[src/rtl/rbcp_reg_bank_pkg.sv]
// Shared constants and helpers for the RBCP AXI4-Lite register bank.
package rbcp_reg_bank_pkg;

    localparam logic [1:0] RESP_OKAY   = 2'b00;
    localparam logic [1:0] RESP_SLVERR = 2'b10;

    localparam int DEF_N_CTRL = 8;
    localparam int DEF_N_STAT = 4;
    localparam int DEF_ADDR_W = 8;

    // Replace only the bytes of old_word whose strobe bit is set.
    function automatic logic [31:0] strb_merge(
        input logic [31:0] old_word,
        input logic [31:0] new_word,
        input logic [3:0]  strb
    );
        logic [31:0] merged;
        for (int b = 0; b < 4; b++) begin
            merged[8*b +: 8] = strb[b] ? new_word[8*b +: 8] : old_word[8*b +: 8];
        end
        return merged;
    endfunction

endpackage

[src/rtl/rbcp_reg_bank_wcnt.sv]
// Committed-write counter; cleared by rst or clr, wraps naturally at 2^32.
module rbcp_reg_bank_wcnt (
    input  logic        clk,
    input  logic        rst,
    input  logic        inc,
    input  logic        clr,
    output logic [31:0] count
);

    logic [31:0] count_reg;

    always_ff @(posedge clk) begin
        if (rst || clr) begin
            count_reg <= '0;
        end else if (inc) begin
            count_reg <= count_reg + 32'd1;
        end
    end

    assign count = count_reg;

endmodule

[src/rtl/rbcp_reg_bank.sv]
// AXI4-Lite register bank: N_CTRL r/w control words, N_STAT read-only status words.
// Define RBCP_REG_BANK_WCNT_EN to add a committed-write counter at word N_CTRL+N_STAT.
module rbcp_reg_bank
    import rbcp_reg_bank_pkg::*;
#(
    parameter int N_CTRL = DEF_N_CTRL,
    parameter int N_STAT = DEF_N_STAT,
    parameter int ADDR_W = DEF_ADDR_W
) (
    input  logic                  clk,
    input  logic                  rst,
    input  logic [31:0]           s_axi_awaddr,
    input  logic [2:0]            s_axi_awprot,
    input  logic                  s_axi_awvalid,
    output logic                  s_axi_awready,
    input  logic [31:0]           s_axi_wdata,
    input  logic [3:0]            s_axi_wstrb,
    input  logic                  s_axi_wvalid,
    output logic                  s_axi_wready,
    output logic [1:0]            s_axi_bresp,
    output logic                  s_axi_bvalid,
    input  logic                  s_axi_bready,
    input  logic [31:0]           s_axi_araddr,
    input  logic [2:0]            s_axi_arprot,
    input  logic                  s_axi_arvalid,
    output logic                  s_axi_arready,
    output logic [31:0]           s_axi_rdata,
    output logic [1:0]            s_axi_rresp,
    output logic                  s_axi_rvalid,
    input  logic                  s_axi_rready,
    output logic [32*N_CTRL-1:0]  ctrl_out,
    output logic [N_CTRL-1:0]     ctrl_wr,
    input  logic [32*N_STAT-1:0]  status_in
);

    localparam int IDX_W = ADDR_W - 2;

    logic              aw_held_reg;
    logic              w_held_reg;
    logic [IDX_W-1:0]  aw_idx_reg;
    logic [31:0]       w_data_reg;
    logic [3:0]        w_strb_reg;
    logic              bvalid_reg;
    logic [1:0]        bresp_reg;
    logic              rvalid_reg;
    logic [1:0]        rresp_reg;
    logic [31:0]       rdata_reg;

    logic              commit;
    logic [31:0]       wr_word;
    logic [31:0]       rd_word;
    logic              wr_is_ctrl;
    logic              wr_ok;
    logic [31:0]       rd_data_next;
    logic [1:0]        rd_resp_next;

    // Address bits outside the decoded window alias; protection is not checked.
    logic unused_bits;
    assign unused_bits = ^{s_axi_awprot, s_axi_arprot,
                           s_axi_awaddr[31:ADDR_W], s_axi_awaddr[1:0],
                           s_axi_araddr[31:ADDR_W], s_axi_araddr[1:0]};

    assign s_axi_awready = ~aw_held_reg & ~bvalid_reg;
    assign s_axi_wready  = ~w_held_reg & ~bvalid_reg;
    assign s_axi_bvalid  = bvalid_reg;
    assign s_axi_bresp   = bresp_reg;
    assign s_axi_arready = ~rvalid_reg;
    assign s_axi_rvalid  = rvalid_reg;
    assign s_axi_rresp   = rresp_reg;
    assign s_axi_rdata   = rdata_reg;

    assign commit     = aw_held_reg & w_held_reg;
    assign wr_word    = 32'(aw_idx_reg);
    assign rd_word    = 32'(s_axi_araddr[ADDR_W-1:2]);
    assign wr_is_ctrl = (wr_word < N_CTRL);

`ifdef RBCP_REG_BANK_WCNT_EN
    localparam int WCNT_IDX = N_CTRL + N_STAT;

    logic        wr_is_cnt;
    logic [31:0] wcnt_count;

    assign wr_is_cnt = (wr_word == WCNT_IDX);
    assign wr_ok     = wr_is_ctrl | wr_is_cnt;

    // Only control-word commits count; the clearing write itself does not.
    rbcp_reg_bank_wcnt u_wcnt (
        .clk   (clk),
        .rst   (rst),
        .inc   (commit & wr_is_ctrl),
        .clr   (commit & wr_is_cnt),
        .count (wcnt_count)
    );
`else
    assign wr_ok = wr_is_ctrl;
`endif

    // Write channel: AW and W park independently; the commit happens one edge after both are parked.
    always_ff @(posedge clk) begin
        if (rst) begin
            aw_held_reg <= 1'b0;
            w_held_reg  <= 1'b0;
            aw_idx_reg  <= '0;
            w_data_reg  <= '0;
            w_strb_reg  <= '0;
            bvalid_reg  <= 1'b0;
            bresp_reg   <= RESP_OKAY;
        end else begin
            if (s_axi_awvalid && s_axi_awready) begin
                aw_held_reg <= 1'b1;
                aw_idx_reg  <= s_axi_awaddr[ADDR_W-1:2];
            end
            if (s_axi_wvalid && s_axi_wready) begin
                w_held_reg <= 1'b1;
                w_data_reg <= s_axi_wdata;
                w_strb_reg <= s_axi_wstrb;
            end
            if (commit) begin
                aw_held_reg <= 1'b0;
                w_held_reg  <= 1'b0;
                bvalid_reg  <= 1'b1;
                bresp_reg   <= wr_ok ? RESP_OKAY : RESP_SLVERR;
            end else if (bvalid_reg && s_axi_bready) begin
                bvalid_reg <= 1'b0;
            end
        end
    end

    for (genvar gi = 0; gi < N_CTRL; gi++) begin : g_ctrl
        logic [31:0] word_reg;
        logic        wr_pulse_reg;
        logic        hit;

        assign hit = commit && (wr_word == gi);

        always_ff @(posedge clk) begin
            if (rst) begin
                word_reg     <= '0;
                wr_pulse_reg <= 1'b0;
            end else begin
                wr_pulse_reg <= hit;
                if (hit) begin
                    word_reg <= strb_merge(word_reg, w_data_reg, w_strb_reg);
                end
            end
        end

        assign ctrl_out[32*gi +: 32] = word_reg;
        assign ctrl_wr[gi]           = wr_pulse_reg;
    end

    always_comb begin
        rd_data_next = '0;
        rd_resp_next = RESP_SLVERR;
        for (int k = 0; k < N_CTRL; k++) begin
            if (rd_word == k) begin
                rd_data_next = ctrl_out[32*k +: 32];
                rd_resp_next = RESP_OKAY;
            end
        end
        for (int k = 0; k < N_STAT; k++) begin
            if (rd_word == N_CTRL + k) begin
                rd_data_next = status_in[32*k +: 32];
                rd_resp_next = RESP_OKAY;
            end
        end
`ifdef RBCP_REG_BANK_WCNT_EN
        if (rd_word == WCNT_IDX) begin
            rd_data_next = wcnt_count;
            rd_resp_next = RESP_OKAY;
        end
`endif
    end

    // Read data is captured from current register state, so a same-edge write is not yet visible.
    always_ff @(posedge clk) begin
        if (rst) begin
            rvalid_reg <= 1'b0;
            rdata_reg  <= '0;
            rresp_reg  <= RESP_OKAY;
        end else if (s_axi_arvalid && s_axi_arready) begin
            rvalid_reg <= 1'b1;
            rdata_reg  <= rd_data_next;
            rresp_reg  <= rd_resp_next;
        end else if (rvalid_reg && s_axi_rready) begin
            rvalid_reg <= 1'b0;
        end
    end

endmodule

[config.mk]
export PLATFORM = sky130hd
export DESIGN_NAME = rbcp_reg_bank
export DESIGN_NICKNAME = d
export VERILOG_FILES = /design/src/rtl/rbcp_reg_bank_pkg.sv /design/src/rtl/rbcp_reg_bank_wcnt.sv /design/src/rtl/rbcp_reg_bank.sv
export SDC_FILE = /design/constraint.sdc
export NUM_CORES = 1
export LEC_CHECK = 0
export BUFFER_PORTS_ARGS = -buffer_cell sky130_fd_sc_hd__buf_2
export CAP_MARGIN = 25
export CORE_AREA = 4 4 209 211
export DETAILED_ROUTE_END_ITERATION = 8
export DIE_AREA = 0 0 213 215
export PLACE_DENSITY_LB_ADDON = 0.1
export SKIP_CTS_REPAIR_TIMING = 1
export SLEW_MARGIN = 40
export SYNTH_ARGS = -nofsm -noshare
export SYNTH_HDL_FRONTEND = slang
export SYNTH_SLANG_ARGS = --single-unit
[constraint.sdc]
create_clock -name clk -period 2.25 [get_ports clk]
set_clock_uncertainty 0.05 [all_clocks]
set_input_delay 0.1125 -clock clk [delete_from_list [all_inputs] [get_ports clk]]
set_output_delay 0.1125 -clock clk [all_outputs]
set_load 0.1 [all_outputs]
Word-level counts from Yosys, hierarchy flattened --
Index checks and enable logic that the tools add are counted.
Storage, ports and cells: output and inout port bits 305, flip-flop bits (word level) 346
Cells by class: reductions and logical operators 50, mux-type cells 29, eq/ne operators 18, bitwise logic cells 7, $lt $le $gt $ge 1
Operators by type and width (number):
- $mux 32 | 12
- $logic_not 32->1 | 2
- $reduce_and 2->1 | 32
- $eq 6x3->1 const B | 8
- $mux 2 | 13
- $eq 6x2->1 const B | 4
- $eq 6x4->1 const B | 4
- $logic_and 1x1->1 | 13
- $eq 6x1->1 const B | 2
- $lt 6x4->1 const B | 1
- $mux 1 | 4
- $not 1->1 | 4
- $reduce_bool 2->1 | 2
- $and 1x1->1 | 3
- $reduce_or 2->1 | 1

Depth between registers and ports, before layout --
depth in word-level cells 13, gate-level depth with buffers 9

Worst setup path before layout --
No wires, ideal clock.
path kind flip-flop to flip-flop, from register bvalid_reg (netlist: s_axi_bvalid), to register w_data_reg[10], slack -0.984 ns, clock period less this slack 3.234 ns, path buffers 2, stages on the path, launching flop included 7, data required time 2.130 ns, arrival time 3.114 ns, setup time 0.070 ns, cells stage by stage dfxtp_1 > nor2_1 > and2_1 > clkbuf_1 > buf_1 > nand2_1 > a21oi_1
Between the ends: cells in the longest elaborated chain, start to end 3
RTL lines:
- start: declaration | line rbcp_reg_bank.sv:43 | logic bvalid_reg;
- start signal: assignment | line rbcp_reg_bank.sv:106 | bvalid_reg <= 1'b0;
- start signal: assignment | line rbcp_reg_bank.sv:121 | bvalid_reg <= 1'b1;
- start signal: assignment | line rbcp_reg_bank.sv:124 | bvalid_reg <= 1'b0;
- $not 1->1 | line rbcp_reg_bank.sv:64 | assign s_axi_wready = ~w_held_reg & ~bvalid_reg;
- $and 1x1->1 | line rbcp_reg_bank.sv:64
- net s_axi_wready | line rbcp_reg_bank.sv:19 | output logic s_axi_wready,
- $logic_and 1x1->1 | line rbcp_reg_bank.sv:113 | if (s_axi_wvalid && s_axi_wready) begin
- end signal: assignment | line rbcp_reg_bank.sv:115 | w_data_reg <= s_axi_wdata;
- end: declaration | line rbcp_reg_bank.sv:41 | logic [31:0] w_data_reg;
The timed path passes the listed nets, and every way through them passes these cells. A chain may end at the register's enable or synchronous reset.

Worst setup path in the final report --
from input port s_axi_araddr[7], to register rdata_reg[0] (netlist: s_axi_rdata[0])
Between the ends: cells in the longest elaborated chain, start to end 13
RTL lines:
- start: declaration | line rbcp_reg_bank.sv:23 | input logic [31:0] s_axi_araddr,
- $logic_not 32->1 | line rbcp_reg_bank.sv:156 | if (rd_word == k) begin
- $mux 32 (8 in series) | line rbcp_reg_bank.sv:156
- $mux 32 (3 in series) | line rbcp_reg_bank.sv:162 | if (rd_word == N_CTRL + k) begin
- $mux 32 * | line rbcp_reg_bank.sv:162
- end signal: assignment | line rbcp_reg_bank.sv:183 | rdata_reg <= rd_data_next;
- end: declaration | line rbcp_reg_bank.sv:47 | logic [31:0] rdata_reg;
Mark *: on every way between the ends. The rest lies on a longest branch, timed or not.

==> impl_metrics.sql <==
INSERT INTO impl_metrics (metric_group, metric, value, unit) VALUES
('sta', 'finalHoldViolCount', '6', ''),
('cts', 'cts_buffer_depth', '3', ''),
('synth', 'async_flop_share', '0', ''),
('floorplanning', 'initial_utilization', '0.378', ''),
('sta', 'timing.final.setup_violations', '0', ''),
('synth', 'netlist-cell-type-count', '68', ''),
('critical_path', 'crit_arrival', '2.64', 'ns'),
('floorplanning', 'design.die.area', '45800', 'sq um'),
('sta', 'worstMarginPinSlew', '0.812', 'ns'),
('sta', 'finalHoldWorstSlack', '-0.0431', 'ns'),
('cts', 'htree_num_levels', '2', ''),
('cts', 'tritoncts.num_buffers', '40', ''),
('drt', 'ant_nets', '0', ''),
('status', 'failed_checks', 'negative hold slack', ''),
('cells_and_area', 'layout.filler_cells', '4097', ''),
('placed_design', 'place.port_buffers', '485', ''),
('synth', 'synthesis.area', '15800', 'sq um'),
('critical_path', 'critical_path_peak_fanout', '12', ''),
('synth', 'number_of_synthesized_flops_with_an_enable_pin', '0', ''),
('drt', 'drt_first_iter_violations', '2278', ''),
('drt', 'post_drt_wl_per_cell', '25.2', 'microns'),
('critical_path', 'worstPathRequired', '2.69', 'ns'),
('critical_path', 'timing.critical_path.from_type', 'primary input', ''),
('critical_path', 'criticalPathCategory', 'in2reg', ''),
('cts', 'clkSlewWorstSetupHoldPaths', '0.06', 'ns'),
('floorplanning', 'die_w', '213', 'microns'),
('global_route', 'global_route.usage.total', '0.314', ''),
('synth', 'synth.top_cell.area_share', '0.437', ''),
('cells_and_area', 'layout.area.seq', '6890', 'sq um'),
('synth', 'synth_ff_type', 'sky130_fd_sc_hd__dfxtp_1', ''),
('drt', 'dr.pass1.iters', '6', ''),
('power', 'power-per-cell-area', '693', 'nW/um^2'),
('cts', 'clk_latency', '0.56', 'ns'),
('cells_and_area', 'multi_input_comb_area', '7990', 'sq um'),
('synth', 'syn_area_per_cell', '8.12', 'sq um'),
('synth', 'ys_ff_latch', '344', ''),
('global_route', 'overflow', '0', ''),
('floorplanning', 'rows', '75', ''),
('drt', 'routed_wirelength', '76900', 'microns'),
('global_route', 'number_of_antenna_violations_at_the_first_check_in_global_routing', '12', ''),
('floorplanning', 'io_pins', '546', ''),
('drt', 'vias_per_cell', '5.78', ''),
('sta', 'max_freq', '455', 'MHz'),
('sta', 'period_minus_slack', '2.20', 'ns'),
('cells_and_area', 'fin_cells', '3050', ''),
('cells_and_area', 'largest_register_ff_count', '256', ''),
('critical_path', 'endpoint_kind', 'flip-flop', ''),
('power', 'total_leakage_power', '8.59', 'nW'),
('floorplanning', 'placeableCoreArea', '41800', 'sq um'),
('cells_and_area', 'finish.instance_area', '21400', 'sq um'),
('global_route', 'maximum_number_of_pins_on_one_net_before_global_route_repair', '113', ''),
('cts', 'cts.root.buffer_cell', 'sky130_fd_sc_hd__clkbuf_16', ''),
('global_route', 'vias_in_the_first_global_route', '16000', ''),
('cts', 'tritoncts', 'yes', ''),
('sta', 'final_max_slew_viol_count', '0', ''),
('drt', 'vias', '17600', ''),
('power', 'max-vdd-ir-drop', '0.589', 'mV'),
('drt', 'drc_errors', '0', ''),
('synth', 'synthTopCellsByArea', 'sky130_fd_sc_hd__dfxtp_1, sky130_fd_sc_hd__a21oi_1, sky130_fd_sc_hd__nand2_1', ''),
('cts', 'clock_sinks', '344', ''),
('floorplanning', 'fp.dieH', '215', 'microns'),
('synth', 'ys.warnings.count', '0', ''),
('cells_and_area', 'nets', '2715', ''),
('placed_design', 'global_placer_s_final_weighted_congestion', '0.930', ''),
('placed_design', 'placed_cell_area', '19000', 'sq um'),
('sta', 'timing.max_slew.rel_slack', '0.458', ''),
('cells_and_area', 'area_growth_syn_to_layout', '35.8', '%'),
('flow_run', 'timing.max_cap.violations', '0', ''),
('synth', 'yosys.area.top_type', 'sky130_fd_sc_hd__dfxtp_1', ''),
('status', 'outcome', 'finished, violations left', ''),
('global_route', 'global_route_wire_length_before_repair', '109000', 'microns'),
('placed_design', 'dp_cells', '2867', ''),
('power', 'fin_total_pwr', '0.0148', 'W'),
('synth', 'synth-seq-area-share', '0.437', ''),
('cells_and_area', 'post_route_cells_drive_above_1_share', '0.288', ''),
('worst_hold_path', 'min_path_type', 'in2reg', ''),
('placed_design', 'detailed_place_hpwl', '57500', 'microns'),
('synth', 'synth_cells', '1943', ''),
('sta', 'final.period_utilization', '0.977', '');
[final cells by class]
type,count,area share
sequential,344,0.322
clock buffer,59,0.0543
antenna,8,0.000935
tap,539,0.0315
multi-input combinational,1391,0.373
timing repair buffer,693,0.208
inverter,4,0.000701
clock inverter,12,0.00929
[worst paths after layout]
kind	cells after the start	endpoint	slack (ns)	startpoint
max reg2reg	4	s_axi_rdata[0]	0.15	g_ctrl[2].word_reg[0]
min	4	s_axi_rdata[27]	-0.04	status_in[91]
max	9	s_axi_rdata[0]	0.05	s_axi_araddr[7]
min reg2reg	2	g_ctrl[4].word_reg[14]	0.42	g_ctrl[4].word_reg[14]
[placed cells by master, fill, tap and decap left out, drive strengths merged, types with 16 or more instances in the layout]
| master | count |
|---|---|
| buf | 589 |
| nand2 | 409 |
| dfxtp | 344 |
| a21oi | 325 |
| nand3 | 261 |
| dlygate4sd3 | 104 |
| clkbuf | 59 |
| nor2 | 57 |
| mux2i | 27 |
| a22oi | 26 |
| o221ai | 23 |
| mux4 | 22 |
| o21ai | 22 |
| a221oi | 20 |
| mux2 | 16 |
| o2bb2ai | 16 |
[synth_stat cells (3+ instances only)]
cell type                   instances
sky130_fd_sc_hd__o21a_1             5
sky130_fd_sc_hd__nor2_8             3
sky130_fd_sc_hd__dfxtp_1          344
sky130_fd_sc_hd__clkbuf_1         155
sky130_fd_sc_hd__a21oi_1          325
sky130_fd_sc_hd__a311o_1            7
sky130_fd_sc_hd__mux2_2            16
sky130_fd_sc_hd__buf_4             16
sky130_fd_sc_hd__a222oi_1          12
sky130_fd_sc_hd__o211a_1            3
sky130_fd_sc_hd__a221o_1            3
sky130_fd_sc_hd__nand2_1          409
sky130_fd_sc_hd__a211o_1            8
sky130_fd_sc_hd__a41oi_1            3
sky130_fd_sc_hd__nand2b_1           8
sky130_fd_sc_hd__inv_1              4
sky130_fd_sc_hd__nor2_1            49
sky130_fd_sc_hd__a22oi_1           26
sky130_fd_sc_hd__o31a_1             3
sky130_fd_sc_hd__a221oi_1          20
sky130_fd_sc_hd__o21ai_0           20
sky130_fd_sc_hd__o22ai_1           15
sky130_fd_sc_hd__a311oi_1           5
sky130_fd_sc_hd__mux2i_1           27
sky130_fd_sc_hd__nand3_1          261
sky130_fd_sc_hd__and3_1             8
sky130_fd_sc_hd__nor3_1            14
sky130_fd_sc_hd__a211oi_1           4
sky130_fd_sc_hd__o221ai_1          23
sky130_fd_sc_hd__buf_6              6
sky130_fd_sc_hd__and2_1             5
sky130_fd_sc_hd__mux4_2            22
sky130_fd_sc_hd__a31o_1             3
sky130_fd_sc_hd__nor4_4             7
sky130_fd_sc_hd__nor2b_1           12
sky130_fd_sc_hd__o32ai_1            5
sky130_fd_sc_hd__buf_2             24
sky130_fd_sc_hd__nor2_4             4
sky130_fd_sc_hd__a2bb2oi_1          5
sky130_fd_sc_hd__o2bb2ai_1         16
[logic make-up after synthesis]
group	synth area share
and+or+nand+nor	0.237
AOI/OAI and AO/OA	0.206
DFF	0.437
buffers and inverters	0.0591
muxes	0.0600
xor gates and xnor gates	0.000556
other	0.000238
[power breakdown]
group / switching (W) / leakage (nW) / internal, W
Clock: 0.00269 / 0.665 / 0.00416
Combinational: 0.00103 / 5.14 / 0.000551
Sequential: 0.000222 / 2.78 / 0.00618
[layer usage]
layer | vias up | global-route usage | part of all wire
li1 | 8019 | - | -
met1 | 8461 | 0.436 | 0.41
met2 | 1001 | 0.482 | 0.45
met3 | 151 | 0.0626 | 0.092
met4 | 0 | 0.119 | 0.039
met5 | - | 0 | 0
[stage by stage]
stage,TNS (ns),hold slack (ns),utilization,worst slack (ns)
floorplan,0,0.199,-,0.0755
global placement,0,0.294,0.455,0.0585
detailed placement,0,0.296,0.455,0.0180
CTS,0,-0.288,0.487,0.188
global route,-0.0863,0.000218,0.513,-0.0582
finish,0,-0.0431,0.513,0.0520
[critical path, cell delays in order]
cell,delay (ns)
sky130_fd_sc_hd__buf_2,0.13
sky130_fd_sc_hd__or4b_1,0.54
sky130_fd_sc_hd__buf_4,0.20
sky130_fd_sc_hd__nor2_4,0.28
sky130_fd_sc_hd__buf_4,0.29
sky130_fd_sc_hd__a221oi_1,0.12
sky130_fd_sc_hd__o31a_1,0.25
sky130_fd_sc_hd__o22ai_1,0.13
sky130_fd_sc_hd__dlygate4sd3_1,0.58
No activity file was read; power rests on OpenSTA's default activity.
